## config.mk

```make
export PLATFORM = sky130hd
export DESIGN_NAME = memory_cycle_hs
export DESIGN_NICKNAME = d
export VERILOG_FILES = /design/src/rtl/memory_cycle_hs.sv
export SDC_FILE = /design/constraint.sdc
export NUM_CORES = 1
export LEC_CHECK = 0
export CAP_MARGIN = 40
export CORE_MARGIN = 2
export CORE_UTILIZATION = 35
export CTS_BUF_LIST = sky130_fd_sc_hd__clkbuf_8
export CTS_CLUSTER_SIZE = 20
export DETAILED_ROUTE_END_ITERATION = 7
export DONT_BUFFER_PORTS = 1
export PLACE_DENSITY = 0.54
export SLEW_MARGIN = 20
export SYNTH_ARGS = -nofsm -noshare
export SYNTH_HDL_FRONTEND = slang
export SYNTH_SLANG_ARGS = --single-unit
```

## constraint.sdc

```tcl
create_clock -name clk -period 1.65 [get_ports clk]
set_input_delay 0.495 -clock clk [delete_from_list [all_inputs] [get_ports clk]]
set_output_delay 0.495 -clock clk [all_outputs]
set_load 0.005 [all_outputs]
```

## src/rtl/memory_cycle_hs.sv

```systemverilog
// -----------------------------------------------------------------------------
// memory_cycle_hs
// Memory pipeline stage with a handshaked (req/ack) data-memory port.
// Takes the E/M register outputs, performs a load or store over the bus while
// stalling the upstream stages, and drives the M/W pipeline register.
//
// Optional feature macro: MEM_TIMEOUT_EN
//   defined   -> BUSY aborts after TIMEOUT_CYCLES cycles without ack; the
//                instruction retires with RegWriteW=0, BusErrW=1, ReadDataW=0.
//   undefined -> BUSY waits indefinitely; BusErrW is tied 0.
//
// Ports
//   clk, rst            rising-edge clock, synchronous active-high reset
//   RegWriteM .. ALU_ResultM   M-stage inputs (stable while StallM=1)
//   dmem_req/we/addr/wdata     registered bus request outputs
//   dmem_ack, dmem_rdata       bus completion and read data (used in BUSY only)
//   StallM                     combinational stall for F/D/E
//   RegWriteW .. BusErrW       M/W pipeline register outputs
// -----------------------------------------------------------------------------
module memory_cycle_hs #(
    parameter int TIMEOUT_CYCLES = 16
) (
    input  logic        clk,
    input  logic        rst,
    input  logic        RegWriteM,
    input  logic        MemWriteM,
    input  logic        ResultSrcM,
    input  logic [4:0]  RD_M,
    input  logic [31:0] PCPlus4M,
    input  logic [31:0] WriteDataM,
    input  logic [31:0] ALU_ResultM,
    output logic        dmem_req,
    output logic        dmem_we,
    output logic [31:0] dmem_addr,
    output logic [31:0] dmem_wdata,
    input  logic        dmem_ack,
    input  logic [31:0] dmem_rdata,
    output logic        StallM,
    output logic        RegWriteW,
    output logic        ResultSrcW,
    output logic [4:0]  RD_W,
    output logic [31:0] PCPlus4W,
    output logic [31:0] ALU_ResultW,
    output logic [31:0] ReadDataW,
    output logic        BusErrW
);

    // Legal timeout range is 2..255 (the counter is 8 bits wide).
    if (TIMEOUT_CYCLES < 2 || TIMEOUT_CYCLES > 255) begin : g_bad_timeout
        $error("memory_cycle_hs: TIMEOUT_CYCLES out of range 2..255");
    end

    typedef enum logic [1:0] {
        S_IDLE = 2'd0,
        S_BUSY = 2'd1,
        S_DONE = 2'd2
    } state_t;

    state_t      state_q, state_d;
    logic        dmem_req_q, dmem_req_d;
    logic        dmem_we_q, dmem_we_d;
    logic [31:0] dmem_addr_q, dmem_addr_d;
    logic [31:0] dmem_wdata_q, dmem_wdata_d;
    logic [31:0] rdata_q, rdata_d;
    logic        reg_write_w_q, reg_write_w_d;
    logic        result_src_w_q, result_src_w_d;
    logic [4:0]  rd_w_q, rd_w_d;
    logic [31:0] pc_plus4_w_q, pc_plus4_w_d;
    logic [31:0] alu_result_w_q, alu_result_w_d;
    logic [31:0] read_data_w_q, read_data_w_d;

    logic        access_s;
    logic        timeout_s;
    logic        err_s;

    assign access_s = MemWriteM | ResultSrcM;

`ifdef MEM_TIMEOUT_EN
    localparam logic [7:0] TO_LAST = 8'(TIMEOUT_CYCLES - 1);

    logic [7:0] tmo_cnt_q, tmo_cnt_d;
    logic       tmo_err_q, tmo_err_d;
    logic       bus_err_w_q, bus_err_w_d;

    // Ack has priority: a timeout only fires on a BUSY cycle with no ack.
    assign timeout_s = (state_q == S_BUSY) && !dmem_ack && (tmo_cnt_q == TO_LAST);
    assign err_s     = tmo_err_q;
    assign BusErrW   = bus_err_w_q;

    // Timeout counter, sticky error flag for the aborted access, BusErrW next value.
    always_comb begin
        tmo_cnt_d   = tmo_cnt_q;
        tmo_err_d   = tmo_err_q;
        bus_err_w_d = bus_err_w_q;
        case (state_q)
            S_IDLE: begin
                tmo_cnt_d   = 8'd0;
                tmo_err_d   = 1'b0;
                bus_err_w_d = 1'b0;
            end
            S_BUSY: begin
                if (dmem_ack) begin
                    tmo_err_d = 1'b0;
                end else if (timeout_s) begin
                    tmo_err_d = 1'b1;
                end else begin
                    tmo_cnt_d = tmo_cnt_q + 8'd1;
                end
            end
            S_DONE: begin
                bus_err_w_d = tmo_err_q;
                tmo_err_d   = 1'b0;
            end
            default: begin
                tmo_cnt_d   = 8'd0;
                tmo_err_d   = 1'b0;
                bus_err_w_d = 1'b0;
            end
        endcase
    end

    // Timeout state registers.
    always_ff @(posedge clk) begin
        if (rst) begin
            tmo_cnt_q   <= 8'd0;
            tmo_err_q   <= 1'b0;
            bus_err_w_q <= 1'b0;
        end else begin
            tmo_cnt_q   <= tmo_cnt_d;
            tmo_err_q   <= tmo_err_d;
            bus_err_w_q <= bus_err_w_d;
        end
    end
`else
    assign timeout_s = 1'b0;
    assign err_s     = 1'b0;
    assign BusErrW   = 1'b0;
`endif

    // Stall while a request is being launched and for every BUSY cycle.
    assign StallM = (state_q == S_BUSY) || ((state_q == S_IDLE) && access_s);

    // FSM next state, bus request latching and M/W register next values.
    always_comb begin
        state_d        = state_q;
        dmem_req_d     = dmem_req_q;
        dmem_we_d      = dmem_we_q;
        dmem_addr_d    = dmem_addr_q;
        dmem_wdata_d   = dmem_wdata_q;
        rdata_d        = rdata_q;
        reg_write_w_d  = reg_write_w_q;
        result_src_w_d = result_src_w_q;
        rd_w_d         = rd_w_q;
        pc_plus4_w_d   = pc_plus4_w_q;
        alu_result_w_d = alu_result_w_q;
        read_data_w_d  = read_data_w_q;
        case (state_q)
            S_IDLE: begin
                if (access_s) begin
                    // Launch the access; the M/W register takes a bubble.
                    dmem_req_d    = 1'b1;
                    dmem_we_d     = MemWriteM;
                    dmem_addr_d   = ALU_ResultM;
                    dmem_wdata_d  = WriteDataM;
                    reg_write_w_d = 1'b0;
                    state_d       = S_BUSY;
                end else begin
                    // Plain ALU op passes through; ReadDataW keeps its value.
                    reg_write_w_d  = RegWriteM;
                    result_src_w_d = ResultSrcM;
                    rd_w_d         = RD_M;
                    pc_plus4_w_d   = PCPlus4M;
                    alu_result_w_d = ALU_ResultM;
                end
            end
            S_BUSY: begin
                if (dmem_ack) begin
                    rdata_d    = dmem_rdata;
                    dmem_req_d = 1'b0;
                    state_d    = S_DONE;
                end else if (timeout_s) begin
                    rdata_d    = 32'd0;
                    dmem_req_d = 1'b0;
                    state_d    = S_DONE;
                end else begin
                    state_d = S_BUSY;
                end
            end
            S_DONE: begin
                // dmem_we_q still describes the finished access.
                reg_write_w_d  = RegWriteM & ~err_s;
                result_src_w_d = ResultSrcM;
                rd_w_d         = RD_M;
                pc_plus4_w_d   = PCPlus4M;
                alu_result_w_d = ALU_ResultM;
                read_data_w_d  = dmem_we_q ? 32'd0 : rdata_q;
                state_d        = S_IDLE;
            end
            default: begin
                state_d    = S_IDLE;
                dmem_req_d = 1'b0;
            end
        endcase
    end

    // FSM, bus port and M/W pipeline registers.
    always_ff @(posedge clk) begin
        if (rst) begin
            state_q        <= S_IDLE;
            dmem_req_q     <= 1'b0;
            dmem_we_q      <= 1'b0;
            dmem_addr_q    <= 32'd0;
            dmem_wdata_q   <= 32'd0;
            rdata_q        <= 32'd0;
            reg_write_w_q  <= 1'b0;
            result_src_w_q <= 1'b0;
            rd_w_q         <= 5'd0;
            pc_plus4_w_q   <= 32'd0;
            alu_result_w_q <= 32'd0;
            read_data_w_q  <= 32'd0;
        end else begin
            state_q        <= state_d;
            dmem_req_q     <= dmem_req_d;
            dmem_we_q      <= dmem_we_d;
            dmem_addr_q    <= dmem_addr_d;
            dmem_wdata_q   <= dmem_wdata_d;
            rdata_q        <= rdata_d;
            reg_write_w_q  <= reg_write_w_d;
            result_src_w_q <= result_src_w_d;
            rd_w_q         <= rd_w_d;
            pc_plus4_w_q   <= pc_plus4_w_d;
            alu_result_w_q <= alu_result_w_d;
            read_data_w_q  <= read_data_w_d;
        end
    end

    assign dmem_req    = dmem_req_q;
    assign dmem_we     = dmem_we_q;
    assign dmem_addr   = dmem_addr_q;
    assign dmem_wdata  = dmem_wdata_q;
    assign RegWriteW   = reg_write_w_q;
    assign ResultSrcW  = result_src_w_q;
    assign RD_W        = rd_w_q;
    assign PCPlus4W    = pc_plus4_w_q;
    assign ALU_ResultW = alu_result_w_q;
    assign ReadDataW   = read_data_w_q;

endmodule

```

## Word-level counts from Yosys, hierarchy flattened

Index checks and enable logic that the tools add are counted.

| operators by class | value |
|---|---|
| multiplexer cells | 17 |
| eq/ne operators | 5 |
| reduce and logical (&&, ||, !) cells | 8 |
| bitwise gates (word level) | 2 |

Operators with widths:

| operator | count |
|---|---|
| one-hot mux 32 bit (2 select lines) | 2 |
| two-way mux 32 bit | 3 |
| one-hot mux 5 bit (2 select lines) | 1 |
| inequality test 2 bit, second input constant | 3 |
| AND reduction 2 bit | 3 |
| two-way mux 5 bit | 1 |
| two-way mux 1 bit | 4 |
| two-way mux 2 bit | 2 |
| one-hot mux 1 bit (2 select lines) | 2 |
| one-hot mux 2 bit (2 select lines) | 1 |
| one-hot mux 1 bit (3 select lines) | 1 |
| AND reduction 3 bit | 1 |
| equality test 2 x 1 -> 1 bit, second input constant | 1 |
| equality test 2 bit, second input constant | 1 |
| zero test 2 bit | 1 |
| nonzero test 2 bit | 1 |
| logical AND 1 bit | 1 |
| logical OR 1 bit | 1 |
| NOT 1 bit | 1 |
| bitwise OR 1 bit | 1 |

| word-level totals | value |
|---|---|
| flip-flop bits (word level) | 203 |
| output and inout bits | 171 |
| word-level logic and storage cells | 44 |
| bits of input ports | 139 |

## Longest topological paths before layout

Gate-level depths: netlist of the first run.

| logic depth | value |
|---|---|
| depth in word-level cells | 3 |
| depth in mapped cells | 6 |
| gate-level depth less buffers | 3 |

## Worst setup path before layout of the first run

No wires, ideal clock.

| timing path | value |
|---|---|
| path kind | in2out |
| from | in ResultSrcM |
| to | out StallM |
| setup slack | 0.075 ns |
| path buffers | 2 |
| arrival | 1.080 ns |
| data required time | 1.155 ns |
| stages | 4 |
| cell sequence | nor2_2 -> buf_6 -> clkbuf_1 -> a21oi_1 |

| between the ends | value |
|---|---|
| cells in the longest elaborated chain, start to end | 3 |

RTL lines:

| what | RTL line | source |
|---|---|---|
| start, declared | 27 | `input logic ResultSrcM,` |
| bitwise OR 1 bit | 76 | `assign access_s = MemWriteM \| ResultSrcM;` |
| logical AND 1 bit | 141 | `assign StallM = (state_q == S_BUSY) \|\| ((state_q == S_IDLE) && access_s);` |
| logical OR 1 bit | 141 |  |
| end, declared | 38 | `output logic StallM,` |

Every way passes these cells.

## Worst setup path in the final report of the first run

| timing path | value |
|---|---|
| from | reg state_q[0] |
| to | out StallM |

| between the ends | value |
|---|---|
| cells in the longest elaborated chain, start to end | 3 |
| elaborated cells on any way between the ends | 4 |
| classes of those cells | eq/ne (1); reduce/logical (3) |

RTL lines:

| what | RTL line | source |
|---|---|---|
| start, declared | 59 | `state_t state_q, state_d;` |
| start signal, assigned | 222 | `state_q <= state_d;` |
| zero test 2 bit | 141 |  |
| logical AND 1 bit | 141 |  |
| logical OR 1 bit * | 141 |  |

Every way passes the cells marked *; elsewhere a longest branch is shown, timed or not.

==> impl_metrics.toml, run 1 <==
[logic_synthesis]
synth_area_sq_um = 8133
netlist.top_cell.by_area = "dfxtp_1"
yosysSeqAreaShare = 0.4997
ys_ff_latch = 203
syn_nets = 1047
avgSynthCellArea_sq_um = 8.957
synth_edf_count = 0
synth_most_common_cell = "dfxtp_1"
yosysWarningCount = 0
synthTopCellsByArea = "dfxtp_1, nand2b_1, mux2i_1"
syn-instance-count = 908
synth_ff_type = "dfxtp_1"
synth_commonest_cells = "dfxtp_1, nand2b_1, a21oi_1, nand2_1, mux2i_1"
synth_cell_type_count = 27
synth_top_area_share = 0.4997
async_reset_ff_frac = 0

[clock_network]
cts_tree = "yes"
insertion_delay_ns = 0.50
cts_buffers = 37
htree_levels = 2
cts.sinks = 203
clkTransAtPathRegs_ns = 0.06
cts_root_buffer = "clkbuf_8"
cts.path.max_buffers = 3

[sta]
worst_slack_ns = 0.06838
hold_viol_final = 0
drv_slew = 0
finalCritPeriodShare = 0.9586
final.setup.tns_ns = 0
period_needed_ns = 1.582
rsz0062_at_grt = "no"
max_freq_mhz = 632.3
finalSetupViolCount = 0
skew_ns = 0.01084

[grt]
grt-busiest-layer = "met2"
grt.overflow.total = 0
antenna_found_initial = 0
use_met2 = 0.2771
grt_pass1_wl_um = 33750
use_met3 = 0.08280
grt_start_max_net_pins = 274
grtUsageTotal = 0.1733
use_met1 = 0.2008
grt_pass1_vias = 5817

[cells_and_area]
post-route-util = 0.3972
num-nets-final = 1019
fillerInstances = 2286
drive_above_1_share = 0.08739
area_growth_pct = 10.92
diodes = 0

[critical_path]
endpoint = "StallM"
r2r_end = "dmem_wdata[25]"
critPathLaunchType = "register"
regToRegSetupSlack_ns = 0.15
crit_start = "state_q[0]"
worstPathArrival_ns = 1.09
crit_fanout = 3
worstPathRequired_ns = 1.15
endpoint_kind = "output port"
r2r-start = "state_q[0]"
worstSetupPathType = "reg2out"
reg2reg_depth = 5

[floorplanning]
start_util = 0.3581
core_sq_um = 22710
die_w_um = 156.4
die_area_sq_um = 24470
die-height_um = 156.4
rows = 55
io_pins = 310

[detailed_routing]
wl_um = 22160
route.detailed.drc = 0
avgRoutedWirePerCell_um = 18.64
dr.pass1.iters = 4
drtIter0Drc = 306
vias = 6101
vias_per_cell = 5.131
ant_nets = 0

[power_and_ir_drop]
cellLeakagePower_nw = 3.214
combPwrFrac = 0.086
ir_drop_v = 0.0007556
p_switching_mw = 2.762
powerDensity_nw_per_um2 = 1206
p_int_mw = 8.122
p_clk_frac = 0.415
swShare = 0.2538
pwr-share-seq = 0.499

[hold_path]
whs_path_depth = 1
holdCritPathClass = "in2reg"

[placement]
place.port_buffers = 0
pre_cts_slack_ns = 0.1296
globalplace.congestion = 0.7300
dp_hpwl_um = 13950

[job]
cap_violations = 0

[status]
outcome = "finished clean"
-- logic make-up after synthesis --
family / count (synthesis) / synth area share
other: 1 / 0.0004611
buffers and inverters: 89 / 0.05954
and+or+nand+nor: 344 / 0.2294
AOI/OAI and AO/OA: 201 / 0.1248
muxes: 70 / 0.08615
DFF: 203 / 0.4997
-- per-layer routing --
layer / wire length (um) / share of wire / up-vias
met3: 2611 / 0.12 / 49
met2: 10140 / 0.46 / 245
met5: 0 / 0 / -
li1: - / - / 2988
met4: 651 / 0.029 / 0
met1: 8756 / 0.40 / 2819
-- through the flow --
| stage | cell area, sq um | total power, mW | hold WS [ns] | instances |
|---|---|---|---|---|
| floorplan | 8133 | 6.278 | 0.4364 | 908 |
| global placement | 8300 | 6.471 | 0.4399 | 1125 |
| detailed placement | 8300 | 6.485 | 0.4422 | 1125 |
| CTS | 9021 | 11.10 | 0.01739 | 1189 |
| global route | 9021 | 11.44 | 0.04139 | 1189 |
| finish | 9021 | 10.88 | 0.06992 | 1189 |
-- area by class of cell --
cell class,count,area (sq um),share of cell area
timing repair buffer,20,275.3,0.03051
multi-input combinational,616,3608,0.4000
inverter,2,7.507,0.0008322
clock inverter,17,71.32,0.007906
sequential,203,4069,0.4510
tap,285,356.6,0.03953
clock buffer,46,633.1,0.07018
-- how the worst min path moves through the flow --
stage / start / to
after CTS: rst / dmem_addr[9]
after global placement: rdata_q[14] / rdata_q[14]
final: rst / dmem_addr[14]
after floorplan: rdata_q[31] / rdata_q[31]
after detailed placement: rdata_q[8] / rdata_q[8]
after global routing: rst / dmem_addr[5]
-- what timing repair did --
action / 4_1_cts / 5_1_grt
endpoints found under the hold margin: 0 / 0
hold buffers: 0 / 0
setup endpoints to repair: 1 / 0
setup buffers: 1 / 0
resized for setup: 5 / 0
-- sequential cells by signal (all words and copies together), names as in the netlist, 2 cells and up --
| name | cells |
|---|---|
| state_q | 2 |
| ALU_ResultW | 32 |
| dmem_wdata | 32 |
| rdata_q | 32 |
| PCPlus4W | 32 |
| dmem_addr | 32 |
| ReadDataW | 32 |
| RD_W | 5 |
-- cells in the final DEF, fill, tap and decap left out, types with 2 or more instances in the layout --
| cell | instances |
|---|---|
| clkbuf_8 | 46 |
| inv_1 | 15 |
| nand3b_1 | 33 |
| mux2i_1 | 70 |
| nor2_4 | 2 |
| o21ai_1 | 10 |
| o21ai_0 | 56 |
| buf_12 | 10 |
| a21oi_1 | 131 |
| nand3_1 | 64 |
| nand2b_1 | 140 |
| nand2_1 | 99 |
| buf_4 | 10 |
| dfxtp_1 | 201 |
| or2_2 | 2 |
| clkinv_2 | 2 |
-- power groups by stage --
stage	Clock [mW]	Sequential (mW)	Combinational [mW]
global route	4.93	5.46	1.05
global placement	0	5.55	0.925
floorplan	0	5.44	0.834
finish	4.52	5.43	0.938
detailed placement	0	5.54	0.941
CTS	4.71	5.44	0.954
-- critical path, stage by stage, from the launching register on --
cell and delay [ns]:
dfxtp_4 0.35, inv_2 0.05, a21oi_2 0.18
Note: power is estimated with default switching activity, not from simulation.
==> inputs of run 2 (changes only) <==
--- a/config.mk
+++ b/config.mk
@@ -13,6 +13,7 @@
 export DETAILED_ROUTE_END_ITERATION = 7
 export DONT_BUFFER_PORTS = 1
 export PLACE_DENSITY = 0.54
+export SETUP_SLACK_MARGIN = 0.15
 export SLEW_MARGIN = 20
 export SYNTH_ARGS = -nofsm -noshare
 export SYNTH_HDL_FRONTEND = slang
==> impl_metrics.toml, run 2 (same netlist as run 1, synthesis figures left out) <==
[status]
outcome = "finished clean"

[cells_and_area]
diodes = 0
drive_above_1_share = 0.09513
final_common_cell = "dfxtp_1"
mostFrequentLayoutCells = "dfxtp_1, nand2b_1, a21oi_1"
multi_input_area_sq_um = 3616
num-nets-final = 1024
area_growth_pct = 12.03
instances_no_fill = 1189
fillerInstances = 2325
seqCellArea_sq_um = 4075

[critical_path]
worstSetupPathType = "reg2out"
max_stage_delay_ns = 0.36
r2r-start = "state_q[0]"
endpoint_kind = "output port"
path_cells = "inv_4 > a21oi_4"
reg2reg_depth = 5
regToRegSetupSlack_ns = 0.22
crit_start = "state_q[0]"
slowest_stage = "dfxtp_4"
worstPathRequired_ns = 1.15
crit_buf_inv = 1
cpLargestDelayFamily = "flip-flops"
crit_fanout = 2
cp.depth = 2
critPathLaunchType = "register"
worstPathArrival_ns = 1.03

[sta]
skew_ns = 0.01140
finalCritPeriodShare = 0.9245
final.setup.tns_ns = 0
slew_headroom = 0.6229
finalSetupViolCount = 0
max_freq_mhz = 655.6
tightest_slew_ns = 0.5657
worst_slack_ns = 0.1246
hold_viol_final = 0
period_needed_ns = 1.525
rsz0062_at_grt = "yes"
drv_slew = 0
hold_ws_ns = 0.1204

[clock_network]
htree_levels = 2
insertion_delay_ns = 0.50
cts.path.max_buffers = 3
hold_buffers = 0
cts_buffers = 36
cts_tree = "yes"
cts_root_buffer = "clkbuf_8"
clkTransAtPathRegs_ns = 0.06
cts.sinks = 203

[detailed_routing]
drtIter0Drc = 327
dr.pass1.iters = 5
vias = 6164
route.detailed.drc = 0
avgRoutedWirePerCell_um = 18.72
vias_per_cell = 5.184
wl_um = 22250
ant_nets = 0

[grt]
grt_pass1_wl_um = 34020
antenna_found_initial = 0
grtUsageTotal = 0.1740
grt.overflow.total = 0
grt_pass1_vias = 6081
grt_start_max_net_pins = 274

[hold_path]
holdCritPathClass = "in2reg"
hold_start = "dmem_rdata[28]"
whs_path_depth = 2

[power_and_ir_drop]
total_power_mw = 11.00
ir_drop_v = 0.0005890
powerDensity_nw_per_um2 = 1207
cellLeakagePower_nw = 3.233

[job]
cap_violations = 0

[floorplanning]
core_sq_um = 22710
die_area_sq_um = 24470
rows = 55
io_pins = 310
die-height_um = 156.4
start_util = 0.3581
die_w_um = 156.4

[placement]
place.port_buffers = 0
pre_cts_slack_ns = 0.2174
globalplace.congestion = 0.7474
dp_hpwl_um = 14210
dp.cells = 1126
run 2: cell types whose count changed in the layout (fill, tap and decap cells not counted), sizes merged:
cell and change:
clkinv +1, clkbuf -1, bufinv +1, buf +6
inv -7
run 2: worst paths after layout:
| path | endpoint |
|---|---|
| worst max-delay path | StallM |
| worst min-delay path | rdata_q[28] |
| worst max register to register | dmem_addr[19] |
| worst min register to register | rdata_q[26] |
run 2: layer usage:
| layer | GRT usage | wire length (um) | vias to the layer above |
|---|---|---|---|
| met5 | 0 | 0 | - |
| met4 | 0.06466 | 526 | 0 |
| met3 | 0.07726 | 2477 | 42 |
| met2 | 0.2815 | 10360 | 239 |
| met1 | 0.2034 | 8892 | 2876 |
| li1 | - | - | 3007 |
run 2: repair_timing:
action                                  in CTS  in global routing
setup buffers                                3                  3
pin swaps                                    1                  1
resized for setup                           10                 11
endpoints found under the setup margin       2                 12
run 2: layout make-up:
class / instances / share of cell area
Clock buffer: 45 / 0.06798
Sequential cell: 203 / 0.4473
Timing Repair Buffer: 26 / 0.03941
Multi-Input combinational cell: 616 / 0.3969
Inverter: 2 / 0.001099
Tap cell: 285 / 0.03914
Clock inverter: 12 / 0.008239
run 2: where the power goes:
group	total (mW)	switching (mW)	internal (mW)	leakage (nW)
combinational	0.984	0.519	0.465	1.18
clock	4.58	2.00	2.58	0.392
sequential	5.44	0.244	5.19	1.66
total	11.0	2.76	8.24	3.23
run 2: metrics by stage:
stage	cell area (sq um)	util
floorplan	8134	-
global placement	8346	0.3675
detailed placement	8346	0.3675
CTS	9085	0.4001
global route	9111	0.4012
finish	9111	0.4012
==> inputs of run 3 (changes only) <==
--- a/config.mk
+++ b/config.mk
@@ -5,14 +5,14 @@
 export SDC_FILE = /design/constraint.sdc
 export NUM_CORES = 1
 export LEC_CHECK = 0
-export CAP_MARGIN = 40
+export CAP_MARGIN = 20
 export CORE_MARGIN = 2
-export CORE_UTILIZATION = 35
+export CORE_UTILIZATION = 51
 export CTS_BUF_LIST = sky130_fd_sc_hd__clkbuf_8
 export CTS_CLUSTER_SIZE = 20
 export DETAILED_ROUTE_END_ITERATION = 7
 export DONT_BUFFER_PORTS = 1
-export PLACE_DENSITY = 0.54
+export PLACE_DENSITY = 0.71
 export SETUP_SLACK_MARGIN = 0.15
 export SLEW_MARGIN = 20
 export SYNTH_ARGS = -nofsm -noshare
==> constraint.sdc (replaced) <==
create_clock -name clk -period 1.7 [get_ports clk]
set_input_delay 0.51 -clock clk [delete_from_list [all_inputs] [get_ports clk]]
set_output_delay 0.51 -clock clk [all_outputs]
set_load 0.005 [all_outputs]
==> impl_metrics.toml, run 3 (same netlist as run 1, synthesis figures left out) <==
[grt]
grtUsageTotal = 0.2196
grt_pass1_wl_um = 29550
use_met2 = 0.3545
use_met1 = 0.2672
grt_start_max_net_pins = 274
antenna_found_initial = 0
grt.overflow.total = 0
grt-busiest-layer = "met2"
grt_pass1_vias = 5401
use_met3 = 0.09020

[critical_path]
worstPathRequired_ns = 1.19
reg2reg_depth = 5
worstPathArrival_ns = 1.03
crit_fanout = 3
regToRegSetupSlack_ns = 0.25
endpoint_kind = "output port"
critPathLaunchType = "register"
crit_start = "state_q[0]"
worstSetupPathType = "reg2out"
r2r-start = "state_q[0]"

[clock_network]
cts.sinks = 203
htree_levels = 2
cts_tree = "yes"
cts.path.max_buffers = 3
cts_buffers = 34
cts_root_buffer = "clkbuf_8"
insertion_delay_ns = 0.50
clkTransAtPathRegs_ns = 0.06

[sta]
rsz0062_at_grt = "yes"
drv_slew = 0
finalCritPeriodShare = 0.9067
final.setup.tns_ns = 0
finalSetupViolCount = 0
period_needed_ns = 1.541
max_freq_mhz = 648.8
hold_viol_final = 0
skew_ns = 0.01145

[detailed_routing]
vias_per_cell = 5.490
ant_nets = 0
dr.pass1.iters = 5
drtIter0Drc = 386
wl_um = 20220
route.detailed.drc = 0
avgRoutedWirePerCell_um = 18.15
vias = 6116

[floorplanning]
die_area_sq_um = 16970
core_sq_um = 15710
rows = 46
io_pins = 310
die-height_um = 130.3
start_util = 0.5176
die_w_um = 130.3

[cells_and_area]
final_common_cell = "dfxtp_1"
mostFrequentLayoutCells = "dfxtp_1, nand2b_1, a21oi_1"
num-nets-final = 1016
drive_above_1_share = 0.08797
area_growth_pct = 10.00
diodes = 0

[power_and_ir_drop]
ir_drop_v = 0.0006808
powerDensity_nw_per_um2 = 1177
total_power_mw = 10.53
cellLeakagePower_nw = 3.185

[status]
outcome = "finished clean"

[placement]
place.port_buffers = 0
dp_hpwl_um = 12910
globalplace.congestion = 0.7979

[hold_path]
holdCritPathClass = "in2reg"
whs_path_depth = 1
hold_start = "rst"

[job]
cap_violations = 0
[run 3: where the power goes]
group          internal, mW  switching, mW  leakage (nW)
Combinational         0.421          0.487          1.13
Sequential             5.04          0.233          1.66
Clock                  2.50           1.85         0.390
Total                  7.96           2.57          3.19
[run 3: layer usage]
| metal | vias to the layer above | wire (um) |
|---|---|---|
| met5 | - | 0 |
| met3 | 28 | 2294 |
| li1 | 2993 | - |
| met4 | 0 | 338 |
| met1 | 2827 | 7979 |
| met2 | 268 | 9605 |
[run 3: final timing paths]
check,end
setup reg to reg,dmem_addr[28]
hold reg to reg,rdata_q[22]
hold / removal,dmem_addr[3]
setup / recovery,StallM
[run 3: layout make-up]
type	count	area (sq um)
well taps	216	270.3
multi-input cells	616	3616
inverters	2	10.01
clock buffers	45	619.3
flip-flops and latches	203	4075
fillers	1444	6766
clock inverters	12	76.32
repair buffers	20	279.0
[run 3: repair_timing]
item,4_1_cts,5_1_grt
setup buffers,1,1
pin swaps,1,1
hold buffers,0,0
endpoints found under the setup margin,2,13
resized for setup,5,13
[run 3: metrics by stage]
stage               hold WS [ns]  instances    util  area [sq um]  worst slack [ns]
finish                   0.09485       1114  0.5694          8946            0.1586
floorplan                 0.4364        908       -          8134            0.1786
CTS                      0.05533       1113  0.5677          8920           0.05199
detailed placement        0.4421       1055  0.5223          8207            0.1977
global placement          0.4377       1055  0.5223          8207            0.1924
global route             0.09223       1114  0.5694          8946            0.1049
[run 3: critical path, cell delays in order (launching register included)]
cell,delay (ns)
dfxtp_4,0.36
inv_4,0.04
a21oi_4,0.13
